<file path="src/rtl/alu_iterative_md_pkg.sv">
// Purpose : shared op codes, FSM encodings and sequencer modes for the iterative ALU.
// Latency : n/a (declarations only).
// Backpressure: n/a.
// Contents: OP_* 4-bit op codes, state_t (IDLE/CALC/DONE), md_mode_t, is_md_op().
package alu_pkg;

  localparam logic [3:0] OP_ADD   = 4'b0000;
  localparam logic [3:0] OP_SUB   = 4'b0001;
  localparam logic [3:0] OP_AND   = 4'b0010;
  localparam logic [3:0] OP_OR    = 4'b0011;
  localparam logic [3:0] OP_XOR   = 4'b0100;
  localparam logic [3:0] OP_SLT   = 4'b0101;
  localparam logic [3:0] OP_SLTU  = 4'b0110;
  localparam logic [3:0] OP_SLL   = 4'b0111;
  localparam logic [3:0] OP_SRL   = 4'b1000;
  localparam logic [3:0] OP_SRA   = 4'b1001;
  localparam logic [3:0] OP_MUL   = 4'b1010;
  localparam logic [3:0] OP_MULHU = 4'b1011;
  localparam logic [3:0] OP_DIV   = 4'b1100;
  localparam logic [3:0] OP_DIVU  = 4'b1101;
  localparam logic [3:0] OP_REM   = 4'b1110;
  localparam logic [3:0] OP_REMU  = 4'b1111;

  localparam logic [1:0] ST_IDLE_ENC = 2'b00;
  localparam logic [1:0] ST_CALC_ENC = 2'b01;
  localparam logic [1:0] ST_DONE_ENC = 2'b10;

  typedef enum logic [1:0] {
    IDLE = ST_IDLE_ENC,
    CALC = ST_CALC_ENC,
    DONE = ST_DONE_ENC
  } state_t;

  // Sequencer flavour: unsigned multiply, signed divide, unsigned divide.
  typedef enum logic [1:0] {
    MD_MUL  = 2'b00,
    MD_DIVS = 2'b01,
    MD_DIVU = 2'b10
  } md_mode_t;

  // Ops 1010..1111 belong to the multiply/divide group.
  function automatic logic is_md_op(input logic [3:0] op);
    return op[3] & (op[2] | op[1]);
  endfunction

endpackage

</file>
<file path="src/rtl/alu_iterative_md_if.sv">
// Purpose : request/response bundle between the control unit and the iterative ALU.
// Latency : n/a (wiring only).
// Backpressure: requester may only have start honoured while ready=1.
// Ports   : start/ALUControl/a/b (request), ready/done/result/z/n/v/c/illegal (response).
interface alu_iterative_md_if #(
  parameter int XLEN = 32
);
  import alu_pkg::*;

  logic            start;
  logic [3:0]      ALUControl;
  logic [XLEN-1:0] a;
  logic [XLEN-1:0] b;
  logic            ready;
  logic            done;
  logic [XLEN-1:0] result;
  logic            z;
  logic            n;
  logic            v;
  logic            c;
  logic            illegal;

  // Requester side (control unit / execute stage).
  modport master (
    output start, ALUControl, a, b,
    input  ready, done, result, z, n, v, c, illegal
  );

  // ALU side.
  modport slave (
    input  start, ALUControl, a, b,
    output ready, done, result, z, n, v, c, illegal
  );

endinterface

</file>
<file path="src/rtl/alu_iterative_md_seq_muldiv.sv">
// Purpose : XLEN-step shift-add multiplier / restoring divider with sign correction.
// Latency : done asserted XLEN cycles after start; lo/hi valid only while done=1.
// Backpressure: none; start is only legal while busy=0 (guaranteed by the caller).
// Ports   : clk, rst, start, mode, a, b in; busy, done, lo (low/quotient), hi (high/remainder) out.
module alu_seq_muldiv
  import alu_pkg::*;
#(
  parameter int XLEN = 32
) (
  input  logic            clk,
  input  logic            rst,
  input  logic            start,
  input  md_mode_t        mode,
  input  logic [XLEN-1:0] a,
  input  logic [XLEN-1:0] b,
  output logic            busy,
  output logic            done,
  output logic [XLEN-1:0] lo,
  output logic [XLEN-1:0] hi
);

  localparam int CW = $clog2(XLEN);

  logic [CW-1:0]     cnt;
  logic [2*XLEN-1:0] acc;
  logic [XLEN-1:0]   opnd;     // multiplicand or divisor magnitude
  logic              is_div;
  logic              neg_q;
  logic              neg_r;

  logic              a_neg;
  logic              b_neg;
  logic [XLEN-1:0]   mag_a;
  logic [XLEN-1:0]   mag_b;

  logic [XLEN:0]     mul_sum;
  logic [2*XLEN-1:0] mul_nxt;
  logic [XLEN:0]     rem_sh;
  logic              rem_ge;
  logic [XLEN-1:0]   rem_new;
  logic [2*XLEN-1:0] div_nxt;
  logic [2*XLEN-1:0] acc_nxt;
  logic [XLEN-1:0]   quo;
  logic [XLEN-1:0]   rmd;

  // Operand magnitudes for signed division; the most negative value maps to
  // itself, which is the correct unsigned magnitude.
  always_comb begin
    a_neg = (mode == MD_DIVS) && a[XLEN-1];
    b_neg = (mode == MD_DIVS) && b[XLEN-1];
    mag_a = a_neg ? -a : a;
    mag_b = b_neg ? -b : b;
  end

  // The last step finishes on the same edge the top level captures the
  // answer, so the outputs are taken from the next-state accumulator.
  assign done = busy && (cnt == CW'(XLEN - 1));

  always_comb begin
    // Multiply: acc = {partial, multiplier}; add on LSB, shift right.
    mul_sum = {1'b0, acc[2*XLEN-1:XLEN]} + (acc[0] ? {1'b0, opnd} : '0);
    mul_nxt = {mul_sum, acc[XLEN-1:1]};

    // Divide: acc = {remainder, dividend}; shift left keeping the bit that
    // leaves the remainder, since unsigned divisors can exceed 2^(XLEN-1).
    rem_sh  = acc[2*XLEN-1:XLEN-1];
    rem_ge  = (rem_sh >= {1'b0, opnd});
    rem_new = rem_ge ? (rem_sh[XLEN-1:0] - opnd) : rem_sh[XLEN-1:0];
    div_nxt = {rem_new, acc[XLEN-2:0], rem_ge};

    acc_nxt = is_div ? div_nxt : mul_nxt;
    quo     = acc_nxt[XLEN-1:0];
    rmd     = acc_nxt[2*XLEN-1:XLEN];

    lo = '0;
    hi = '0;
    if (done) begin
      lo = (is_div && neg_q) ? -quo : quo;
      hi = (is_div && neg_r) ? -rmd : rmd;
    end
  end

  always_ff @(posedge clk) begin
    if (rst) begin
      busy   <= 1'b0;
      cnt    <= '0;
      acc    <= '0;
      opnd   <= '0;
      is_div <= 1'b0;
      neg_q  <= 1'b0;
      neg_r  <= 1'b0;
    end else if (start) begin
      busy   <= 1'b1;
      cnt    <= '0;
      is_div <= (mode != MD_MUL);
      if (mode == MD_MUL) begin
        acc   <= {{XLEN{1'b0}}, b};
        opnd  <= a;
        neg_q <= 1'b0;
        neg_r <= 1'b0;
      end else begin
        acc   <= {{XLEN{1'b0}}, mag_a};
        opnd  <= mag_b;
        neg_q <= a_neg ^ b_neg;
        neg_r <= a_neg;
      end
    end else if (busy) begin
      acc <= acc_nxt;
      cnt <= cnt + CW'(1);
      if (done) begin
        busy <= 1'b0;
      end
    end
  end

endmodule

</file>
<file path="src/rtl/alu_iterative_md.sv">
// Purpose : execute-stage ALU: 1-cycle integer ops plus iterative MUL/MULHU/DIV/DIVU/REM/REMU.
// Latency : done at T+1 for simple ops and div fast-path cases, T+XLEN+1 for iterative ops.
// Backpressure: ready=1 only in IDLE; start while ready=0 is dropped (no queueing).
// Ports   : clk, rst (sync, active-high); bus (slave): start/ALUControl/a/b in,
//           ready/done/result/z/n/v/c/illegal out (result, flags, illegal registered).
module alu_iterative_md
  import alu_pkg::*;
#(
  parameter int XLEN      = 32,
  parameter bit MULDIV_EN = 1'b1
) (
  input  logic                clk,
  input  logic                rst,
  alu_iterative_md_if.slave   bus
);

  localparam int               SW    = $clog2(XLEN);
  localparam logic [XLEN-1:0]  A_MIN = {1'b1, {(XLEN-1){1'b0}}};

  state_t          state;
  state_t          state_nxt;
  logic            ready_w;
  logic            done_w;

  logic [3:0]      op;
  logic [XLEN-1:0] a;
  logic [XLEN-1:0] b;
  logic [SW-1:0]   shamt;

  logic            accept;
  logic            is_divrem;
  logic            b_zero;
  logic            div_ovf;
  logic            fast;
  logic            start_iter;
  md_mode_t        md_mode;

  logic [XLEN:0]   add_full;
  logic [XLEN:0]   sub_full;
  logic [XLEN-1:0] res_imm;
  logic            c_imm;
  logic            v_imm;
  logic            ill_imm;

  logic            md_busy;
  logic            md_done;
  logic [XLEN-1:0] md_lo;
  logic [XLEN-1:0] md_hi;
  logic [XLEN-1:0] md_res;
  logic            sel_hi_q;

  logic [XLEN-1:0] result_q;
  logic            z_q;
  logic            n_q;
  logic            v_q;
  logic            c_q;
  logic            illegal_q;

  assign op    = bus.ALUControl;
  assign a     = bus.a;
  assign b     = bus.b;
  assign shamt = b[SW-1:0];

  assign accept    = bus.start && ready_w;
  assign is_divrem = op[3] & op[2];
  assign b_zero    = (b == '0);
  assign div_ovf   = ((op == OP_DIV) || (op == OP_REM)) && (a == A_MIN) && (b == '1);
  // Divide corner cases are resolved at accept and never enter CALC.
  assign fast       = is_divrem && (b_zero || div_ovf);
  assign start_iter = accept && MULDIV_EN && is_md_op(op) && !fast;

  always_comb begin
    md_mode = MD_DIVU;
    if ((op == OP_MUL) || (op == OP_MULHU)) begin
      md_mode = MD_MUL;
    end else if ((op == OP_DIV) || (op == OP_REM)) begin
      md_mode = MD_DIVS;
    end
  end

  // Single-cycle results and fast-path answers.
  always_comb begin
    add_full = {1'b0, a} + {1'b0, b};
    sub_full = {1'b0, a} + {1'b0, ~b} + (XLEN + 1)'(1);
    res_imm  = '0;
    c_imm    = 1'b0;
    v_imm    = 1'b0;
    ill_imm  = 1'b0;
    case (op)
      OP_ADD: begin
        res_imm = add_full[XLEN-1:0];
        c_imm   = add_full[XLEN];
        v_imm   = (a[XLEN-1] == b[XLEN-1]) && (add_full[XLEN-1] != a[XLEN-1]);
      end
      OP_SUB: begin
        res_imm = sub_full[XLEN-1:0];
        c_imm   = sub_full[XLEN];   // 1 = no borrow
        v_imm   = (a[XLEN-1] != b[XLEN-1]) && (sub_full[XLEN-1] != a[XLEN-1]);
      end
      OP_AND:  res_imm = a & b;
      OP_OR:   res_imm = a | b;
      OP_XOR:  res_imm = a ^ b;
      OP_SLT:  res_imm = {{(XLEN-1){1'b0}}, ($signed(a) < $signed(b))};
      OP_SLTU: res_imm = {{(XLEN-1){1'b0}}, (a < b)};
      OP_SLL:  res_imm = a << shamt;
      OP_SRL:  res_imm = a >> shamt;
      OP_SRA:  res_imm = $unsigned($signed(a) >>> shamt);
      default: begin
        if (!MULDIV_EN) begin
          ill_imm = 1'b1;
        end else if (b_zero) begin
          res_imm = ((op == OP_DIV) || (op == OP_DIVU)) ? '1 : a;
        end else if (div_ovf) begin
          res_imm = (op == OP_DIV) ? a : '0;
        end
      end
    endcase
  end

  alu_seq_muldiv #(
    .XLEN (XLEN)
  ) u_seq (
    .clk   (clk),
    .rst   (rst),
    .start (start_iter),
    .mode  (md_mode),
    .a     (a),
    .b     (b),
    .busy  (md_busy),
    .done  (md_done),
    .lo    (md_lo),
    .hi    (md_hi)
  );

  assign md_res = sel_hi_q ? md_hi : md_lo;

  always_ff @(posedge clk) begin
    if (rst) begin
      state <= IDLE;
    end else begin
      state <= state_nxt;
    end
  end

  always_comb begin
    state_nxt = state;
    ready_w   = 1'b0;
    done_w    = 1'b0;
    case (state)
      IDLE: begin
        ready_w = 1'b1;
        if (accept) begin
          state_nxt = start_iter ? CALC : DONE;
        end
      end
      CALC: begin
        if (md_done) begin
          state_nxt = DONE;
        end else if (!md_busy) begin
          // Sequencer idle without finishing: do not hang the pipeline.
          state_nxt = IDLE;
        end
      end
      DONE: begin
        done_w    = 1'b1;
        state_nxt = IDLE;
      end
      default: state_nxt = IDLE;
    endcase
  end

  always_ff @(posedge clk) begin
    if (rst) begin
      result_q  <= '0;
      z_q       <= 1'b1;
      n_q       <= 1'b0;
      v_q       <= 1'b0;
      c_q       <= 1'b0;
      illegal_q <= 1'b0;
      sel_hi_q  <= 1'b0;
    end else if (accept) begin
      sel_hi_q <= (op == OP_MULHU) || (op == OP_REM) || (op == OP_REMU);
      if (!start_iter) begin
        result_q  <= res_imm;
        z_q       <= (res_imm == '0);
        n_q       <= res_imm[XLEN-1];
        v_q       <= v_imm;
        c_q       <= c_imm;
        illegal_q <= ill_imm;
      end
    end else if ((state == CALC) && md_done) begin
      result_q  <= md_res;
      z_q       <= (md_res == '0);
      n_q       <= md_res[XLEN-1];
      v_q       <= 1'b0;
      c_q       <= 1'b0;
      illegal_q <= 1'b0;
    end
  end

  assign bus.ready   = ready_w;
  assign bus.done    = done_w;
  assign bus.result  = result_q;
  assign bus.z       = z_q;
  assign bus.n       = n_q;
  assign bus.v       = v_q;
  assign bus.c       = c_q;
  assign bus.illegal = illegal_q;

endmodule
</file>
<file path="src/flat_wrapper.sv">
// flat-port wrapper written by rule: the top's interface ports become plain ports
module alu_iterative_md_flat import alu_pkg::*;
#(
  parameter int XLEN      = 32,
  parameter bit MULDIV_EN = 1'b1
)
  (clk, rst, bus_start, bus_ALUControl, bus_a, bus_b, bus_ready, bus_done, bus_result, bus_z, bus_n, bus_v, bus_c, bus_illegal);
  alu_iterative_md_if #(.XLEN(XLEN)) bus_i ();
  input  logic clk;
  input  logic rst;
  input wire logic [$bits(bus_i.start)-1:0] bus_start;
  input wire logic [$bits(bus_i.ALUControl)-1:0] bus_ALUControl;
  input wire logic [$bits(bus_i.a)-1:0] bus_a;
  input wire logic [$bits(bus_i.b)-1:0] bus_b;
  output wire logic [$bits(bus_i.ready)-1:0] bus_ready;
  output wire logic [$bits(bus_i.done)-1:0] bus_done;
  output wire logic [$bits(bus_i.result)-1:0] bus_result;
  output wire logic [$bits(bus_i.z)-1:0] bus_z;
  output wire logic [$bits(bus_i.n)-1:0] bus_n;
  output wire logic [$bits(bus_i.v)-1:0] bus_v;
  output wire logic [$bits(bus_i.c)-1:0] bus_c;
  output wire logic [$bits(bus_i.illegal)-1:0] bus_illegal;
  assign bus_i.start = bus_start;
  assign bus_i.ALUControl = bus_ALUControl;
  assign bus_i.a = bus_a;
  assign bus_i.b = bus_b;
  assign bus_ready = bus_i.ready;
  assign bus_done = bus_i.done;
  assign bus_result = bus_i.result;
  assign bus_z = bus_i.z;
  assign bus_n = bus_i.n;
  assign bus_v = bus_i.v;
  assign bus_c = bus_i.c;
  assign bus_illegal = bus_i.illegal;
  alu_iterative_md #(.XLEN(XLEN), .MULDIV_EN(MULDIV_EN)) u_core (.clk(clk), .rst(rst), .bus(bus_i));
endmodule
</file>
<file path="config.mk">
export PLATFORM = sky130hd
export DESIGN_NAME = alu_iterative_md_flat
export DESIGN_NICKNAME = d
export VERILOG_FILES = /design/src/rtl/alu_iterative_md_pkg.sv /design/src/rtl/alu_iterative_md_if.sv /design/src/rtl/alu_iterative_md_seq_muldiv.sv /design/src/rtl/alu_iterative_md.sv /design/src/flat_wrapper.sv
export SDC_FILE = /design/constraint.sdc
export NUM_CORES = 1
export LEC_CHECK = 0
export CORE_MARGIN = 2
export CORE_UTILIZATION = 34
export DETAILED_ROUTE_END_ITERATION = 8
export GPL_TIMING_DRIVEN = 0
export HOLD_SLACK_MARGIN = 0.08
export PLACE_DENSITY = 0.5
export RECOVER_POWER = 100
export SLEW_MARGIN = 25
export SYNTH_ARGS = -nofsm -noshare
export SYNTH_HDL_FRONTEND = slang
export SYNTH_HIERARCHICAL = 1
export SYNTH_SLANG_ARGS = --single-unit
</file>
<file path="constraint.sdc">
create_clock -name clk -period 6.72 [get_ports clk]
set_clock_uncertainty 0.05 [all_clocks]
set_input_delay 0.672 -clock clk [delete_from_list [all_inputs] [get_ports clk]]
set_output_delay 0.672 -clock clk [all_outputs]
set_load 0.02 [all_outputs]
</file>
==> impl_metrics.env, run 1 <==
export IMPL_status="finished, violations left"
export IMPL_violations="setup timing"
export IMPL_fin_crit_sh_pct=104
export IMPL_setup_violations=2
export IMPL_cts_root_buf="clkbuf_16"
export IMPL_syn2layout_area_growth_pct=12.4
export IMPL_track_usage_pct=40.7
export IMPL_place_congestion=1.07
export IMPL_timing_final_ws_setup_ns=-0.264
export IMPL_worst_setup_path_type="input port to register"
export IMPL_dieArea_mm2=0.0787
export IMPL_htreeDepth=4
export IMPL_crit_chain="dlygate4sd3_1 > inv_1 > clkbuf_1 > clkbuf_1 > ha_1 > a21oi_1 > o31ai_1 > a31o_1 > o31ai_1 > o221ai_1 > a21oi_1 > o211ai_1 > nor4_2 > nand3_1 > nand3_1"
export IMPL_die_height_um=281
export IMPL_vdd_drop_max_uv=186
export IMPL_drive_gt1_share_pct=6.87
export IMPL_hold_class="register to register"
export IMPL_required_ns=7.09
export IMPL_postSynthNetCount=4073
export IMPL_syn_area_per_cell_um2=6.79
export IMPL_grt_pass1_vias=29700
export IMPL_firstDrtPassIters=8
export IMPL_cts_buffer_depth=2
export IMPL_die_w_um=281
export IMPL_drt_met1_wl_mm=70.3
export IMPL_cap_violations=0
export IMPL_p_leak_uw=0.0110
export IMPL_ys_flop_type="dfxtp_1"
export IMPL_dp_hpwl_mm=134
export IMPL_antenna_found_initial=3
export IMPL_cts_buffers=17
export IMPL_ys_seq_area_share_pct=11.0
export IMPL_grt_max_degree=19
export IMPL_fmax_ghz=0.143
export IMPL_fin_crit_ns=6.98
export IMPL_worst_path_largest_cell_delay_ns=0.85
export IMPL_synth_edf_count=0
export IMPL_syn_area_mm2=0.0260
export IMPL_fin_setup_tns_ns=-0.415
export IMPL_top_layer="met5"
export IMPL_ys_seq_elements=143
export IMPL_yosysTopAreaCellShare_pct=11.0
export IMPL_preCtsSetupSlack_ns=-1.96
export IMPL_io_buffer_count=106
export IMPL_drc=0
export IMPL_tightest_slew_ns=1.23
export IMPL_cellPowerDensity_mw_per_mm2=160
export IMPL_netlist_instances=3828
export IMPL_route_met2_wl_mm=64.3
export IMPL_rows=101
export IMPL_placed_cells=4914
export IMPL_ys_top_cells_by_area="dfxtp_1 11%, ha_1 8.2%, mux2i_1 7.8%"
export IMPL_drv_slew=0
export IMPL_first_iter_violations=5630
export IMPL_slowest_stage="dlygate4sd3_1"
export IMPL_grt_overflow_total=0
export IMPL_finalHoldViolCount=0
export IMPL_stdcell_count=4952
export IMPL_core_area_mm2=0.0758
export IMPL_worstSetupStartpointType="input port"
export IMPL_cts_sinks=143
export IMPL_start_util_pct=34.3
export IMPL_cts_hold_buf=0
export IMPL_arrival_ns=7.36
export IMPL_ys_warn_count=6
export IMPL_end_kind="register"
export IMPL_clk_pin_slew_ns=0.07
export IMPL_synth_distinct_cells=104
export IMPL_wl_met3_mm=20.9
export IMPL_ant_nets=0
export IMPL_crit_path_max_fanout=11
export IMPL_layout_nets=4204
export IMPL_cts_tree="yes"
export IMPL_clk_latency_ns=0.49
export IMPL_synth_area_leader_cell="dfxtp_1"
export IMPL_pin_count=110
export IMPL_drt_total_wl_mm=164
export IMPL_routedWlPerCell_um=33.2
export IMPL_grt_pass1_wl_mm=229
export IMPL_dr_total_vias=33000
export IMPL_max_slew_margin_pct=17.9
export IMPL_async_flop_share_pct=0
export IMPL_final_util_pct=38.5
export IMPL_via_per_inst=6.67
cell usage after synthesis, types with 16 or more instances:
cell,number
a221oi_1,29
a311oi_1,20
a211oi_1,114
inv_1,169
nor3_1,92
clkbuf_1,195
nand4_1,54
or3_1,25
nand2_1,381
buf_2,54
nor2b_1,43
a22oi_1,22
and2_1,28
mux2i_1,202
xnor2_1,99
buf_1,29
o21ai_0,247
nor4_1,45
and3_1,24
mux4_2,38
a21oi_1,310
dfxtp_1,143
mux2_2,22
xor2_1,74
nand3_1,79
nor2_1,536
o221ai_1,19
o22ai_1,19
or4_1,16
nand2b_1,30
ha_1,170
o211ai_1,56
o31ai_1,34
a21o_1,45
a31oi_1,44
worst max-delay path, delay by kind of cell:
kind            cells  cell delay (ns)
compound gates      7             3.26
fa+ha+maj           1             0.48
buf+inv             4             2.52
simple gates        3             0.38
power breakdown:
| group | total, µW | internal (µW) | leakage, µW | switching, µW |
|---|---|---|---|---|
| combinational | 2700 | 821 | 0.00956 | 1880 |
| sequential | 949 | 895 | 0.00117 | 53.9 |
| clock | 1030 | 573 | 0.000285 | 452 |
path summary, 6_finish.rpt:
path,from,end,slack [ns],cells past startpoint
worst min register to register,u_core/bus.result[25],u_core/bus.result[25],0.40,2
worst min-delay path,u_core/bus.result[25],u_core/bus.result[25],0.40,2
worst max-delay path,bus_b[3],u_core/bus.z,-0.26,15
worst max register to register,u_core/u_seq/opnd[25],u_core/bus.z,0.22,22
cells in the final DEF, fill, tap and decap left out, drive strengths merged, types with 107 or more instances in the layout:
| master | netlist | routed |
|---|---|---|
| inv | 171 | 177 |
| clkbuf | 196 | 212 |
| buf | 97 | 107 |
| dfxtp | 143 | 143 |
| a21oi | 313 | 313 |
| mux2i | 202 | 202 |
| nand2 | 382 | 382 |
| nor2 | 537 | 537 |
| ha | 170 | 170 |
| o21ai | 260 | 260 |
| a211oi | 114 | 114 |
what timing repair did:
item,in CTS,in global routing
setup buffers,6,5
gates resized for setup,38,32
endpoints found under the setup margin,25,5
pin swaps,4,3
cloned,0,0
metrics by stage:
| step | hold WS (ns) | total power [µW] | instance area, µm² |
|---|---|---|---|
| after floorplan | 0.389 | 2470 | 26000 |
| after global placement | 0.393 | 3490 | 28300 |
| after detailed placement | 0.396 | 3460 | 28300 |
| after CTS | 0.406 | 4520 | 29100 |
| after global routing | 0.415 | 4820 | 29200 |
| final | 0.397 | 4680 | 29200 |
flip-flops by register name, summed over array words and instances, names as in the netlist:
name,count
u_core/u_seq/neg_q,1
u_core/sel_hi_q,1
u_core/state,2
u_core/bus.c,1
u_core/bus.result,32
u_core/u_seq/busy,1
u_core/bus.z,1
u_core/u_seq/is_div,1
u_core/u_seq/neg_r,1
u_core/u_seq/opnd,32
u_core/u_seq/acc,64
u_core/bus.v,1
u_core/u_seq/cnt,5
metal layers:
| metal | track usage, % | vias up |
|---|---|---|
| li1 | - | 14300 |
| met1 | 57.3 | 15900 |
| met2 | 56.3 | 2378 |
| met3 | 11.7 | 399 |
| met4 | 18.6 | 4 |
| met5 | 0 | - |
kinds of logic (layout without fill, tap and decap cells):
logic type	after synthesis	after routing	share of synthesized area (%)
compound gates	1165	1165	29.3
buf+inv	467	611	7.28
simple gates	1431	1431	25.5
mux	274	274	12.6
fa+ha+maj	174	174	8.49
flops	143	143	11.0
xor+xnor	173	173	5.83
other cells	1	3	0.0144
cell type report:
| cell class | count | area (µm²) |
|---|---|---|
| clock inverter | 13 | 150 |
| sequential | 143 | 2860 |
| multi-input combinational | 3218 | 21500 |
| fill | 8307 | 46600 |
| timing repair buffer | 119 | 1150 |
| tap | 978 | 1220 |
| buffer | 286 | 1240 |
| inverter | 174 | 657 |
| antenna | 2 | 5.00 |
| clock buffer | 19 | 453 |
Note: power is estimated with default switching activity, not from simulation.
==> run 2, diff against run 1 <==
--- a/config.mk
+++ b/config.mk
@@ -11,7 +11,6 @@
 export GPL_TIMING_DRIVEN = 0
 export HOLD_SLACK_MARGIN = 0.08
 export PLACE_DENSITY = 0.5
-export RECOVER_POWER = 100
 export SLEW_MARGIN = 25
 export SYNTH_ARGS = -nofsm -noshare
 export SYNTH_HDL_FRONTEND = slang
==> run 2 against run 1 <==
  * The flow still finishes with violations (setup timing)
  * Die area unchanged
  * Hold slack improved by 0.0031 ns
  * Via count about the same
  * Count of clock-buffer cells in the layout unchanged
  * Sequential power about the same
  * Non-clock buffer count unchanged
  * Design area about the same
  * Combinational power about the same
  * Critical path type unchanged
  * Critical endpoint unchanged
==> impl_metrics.env, run 2 (synthesized netlist as in run 1, its figures left out) <==
export IMPL_final_util_pct=38.6
export IMPL_htreeDepth=4
export IMPL_vdd_drop_max_uv=187
export IMPL_cpMostUsedCell="nand3_1"
export IMPL_slowest_stage="clkdlybuf4s50_1"
export IMPL_place_congestion=1.07
export IMPL_use_met2_pct=56.3
export IMPL_dpl_cell_area_mm2=0.0283
export IMPL_worst_setup_path_type="input port to register"
export IMPL_fmax_ghz=0.147
export IMPL_cellPowerDensity_mw_per_mm2=160
export IMPL_drt_total_wl_mm=164
export IMPL_regToRegStartpoint="u_core/u_seq/opnd[18]"
export IMPL_final_cell_area_mm2=0.0292
export IMPL_worstSetupStartpointType="input port"
export IMPL_crit_cells=17
export IMPL_cap_violations=0
export IMPL_grt_overflow_total=0
export IMPL_nFillCells=8303
export IMPL_tightest_slew_ns=1.22
export IMPL_path_buf_inv=4
export IMPL_holdWs_ns=0.400
export IMPL_die_height_um=281
export IMPL_syn2layout_area_growth_pct=12.5
export IMPL_timing_final_ws_setup_ns=-0.0719
export IMPL_start_util_pct=34.3
export IMPL_most_common_layout_cells="534 x nor2_1, 380 x nand2_1, 303 x a21oi_1"
export IMPL_setup_violations=1
export IMPL_critPathTopFamily="compound AO/OA/AOI/OAI gates"
export IMPL_largest_register="u_core/u_seq/acc"
export IMPL_cts_hold_buf=0
export IMPL_clk_latency_ns=0.49
export IMPL_cts_sinks=143
export IMPL_top_usage_layer="met1"
export IMPL_required_ns=7.09
export IMPL_cts_root_buf="clkbuf_16"
export IMPL_largest_reg_flops=64
export IMPL_violations="setup timing"
export IMPL_hold_class="register to register"
export IMPL_antenna_found_initial=3
export IMPL_total_power_uw=4680
export IMPL_cts_buffer_depth=2
export IMPL_fin_crit_sh_pct=101
export IMPL_firstDrtPassIters=7
export IMPL_reg2reg_to="u_core/bus.z"
export IMPL_max_slew_margin_pct=18.7
export IMPL_ant_nets=0
export IMPL_layout_commonest_cell="nor2_1"
export IMPL_worst_path_largest_cell_delay_ns=0.83
export IMPL_crit_chain="clkdlybuf4s50_1 > clkbuf_2 > clkinvlp_4 > clkbuf_1 > ha_1 > nor2_1 > a221oi_1 > nand2_1 > a2111oi_2 > o221ai_1 > a311oi_1 > nor3_1 > nor3_2 > o211ai_1 > nor4_2 > nand3_1 > nand3_1"
export IMPL_fin_crit_ns=6.79
export IMPL_die_w_um=281
export IMPL_first_iter_violations=5406
export IMPL_routedWlPerCell_um=33.2
export IMPL_drv_slew=0
export IMPL_grtUsageMet3_pct=11.7
export IMPL_cts_buffers=17
export IMPL_grt_max_degree=19
export IMPL_status="finished, violations left"
export IMPL_p_leak_uw=0.0109
export IMPL_finalHoldViolCount=0
export IMPL_io_buffer_count=106
export IMPL_ff2ff_path_depth=26
export IMPL_dp_hpwl_mm=134
export IMPL_cts_tree="yes"
export IMPL_layout_nets=4204
export IMPL_clk_pin_slew_ns=0.07
export IMPL_dieArea_mm2=0.0787
export IMPL_core_area_mm2=0.0758
export IMPL_crit_path_max_fanout=11
export IMPL_track_usage_pct=40.7
export IMPL_arrival_ns=7.16
export IMPL_grt_pass1_vias=29700
export IMPL_r2r_slack_ns=0.23
export IMPL_end_kind="register"
export IMPL_grtUsageMet1_pct=57.3
export IMPL_critPathLaunch="bus_b[4]"
export IMPL_grt_pass1_wl_mm=229
export IMPL_endpoint="u_core/bus.z"
export IMPL_drive_gt1_share_pct=7.00
export IMPL_rows=101
export IMPL_via_per_inst=6.67
export IMPL_dr_total_vias=33000
export IMPL_pin_count=110
export IMPL_drc=0
[run 2: area by class of cell]
type / count / area [µm²] / share of cell area, %
Clock buffer: 19 / 453 / 1.55
Buffer: 286 / 1240 / 4.25
Antenna cell: 2 / 5.00 / 0.0171
Multi-Input combinational cell: 3218 / 21500 / 73.5
Sequential cell: 143 / 2860 / 9.80
Timing Repair Buffer: 119 / 1150 / 3.94
Tap cell: 978 / 1220 / 4.19
Clock inverter: 13 / 150 / 0.514
Inverter: 174 / 657 / 2.25
[run 2: per-layer routing]
layer	share of wire, %	vias to the layer above	wire (µm)
met4	5.2	4	8600
met1	43	15900	70700
met5	0.020	-	33
li1	-	14300	-
met3	12	422	20500
met2	39	2404	64500
[run 2: where the power goes]
group / leakage [µW] / switching [µW] / total, µW / internal, µW
clock network: 0.000285 / 449 / 1020 / 573
registers: 0.00117 / 54.9 / 950 / 895
logic: 0.00947 / 1880 / 2710 / 827
total: 0.0109 / 2390 / 4680 / 2290
[run 2: what timing repair did]
| action | 4_1_cts | 5_1_grt |
|---|---|---|
| pin swaps | 4 | 3 |
| resized for setup | 38 | 32 |
| buffers inserted | 6 | 5 |
| endpoints found under the setup margin | 25 | 5 |
[run 2: worst min-delay path by stage]
stage / start / endpoint / slack [ns] / depth (start not counted)
finish: u_core/bus.result[25] / u_core/bus.result[25] / 0.40 / 2
global route: u_core/bus.result[23] / u_core/bus.result[23] / 0.42 / 2
CTS: u_core/bus.result[25] / u_core/bus.result[25] / 0.41 / 2
detailed placement: u_core/bus.result[25] / u_core/bus.result[25] / 0.40 / 2
global placement: u_core/bus.result[24] / u_core/bus.result[24] / 0.39 / 2
floorplan: u_core/state[1] / u_core/state[1] / 0.39 / 1
[run 2: worst min-delay path: stages (launching register included)]
cell	delay, ns
dfxtp_1	0.31
nand2_1	0.05
a21oi_1	0.05
[run 2: stage by stage]
step	TNS [ns]	cells	setup WS, ns
final	-0.0719	4952	-0.0719
after global routing	-0.000925	4950	-0.000925
after CTS	0	4951	0.000696
after detailed placement	-14.34	4914	-1.96
after global placement	-16.73	4912	-2.07
after floorplan	0	3828	0.942
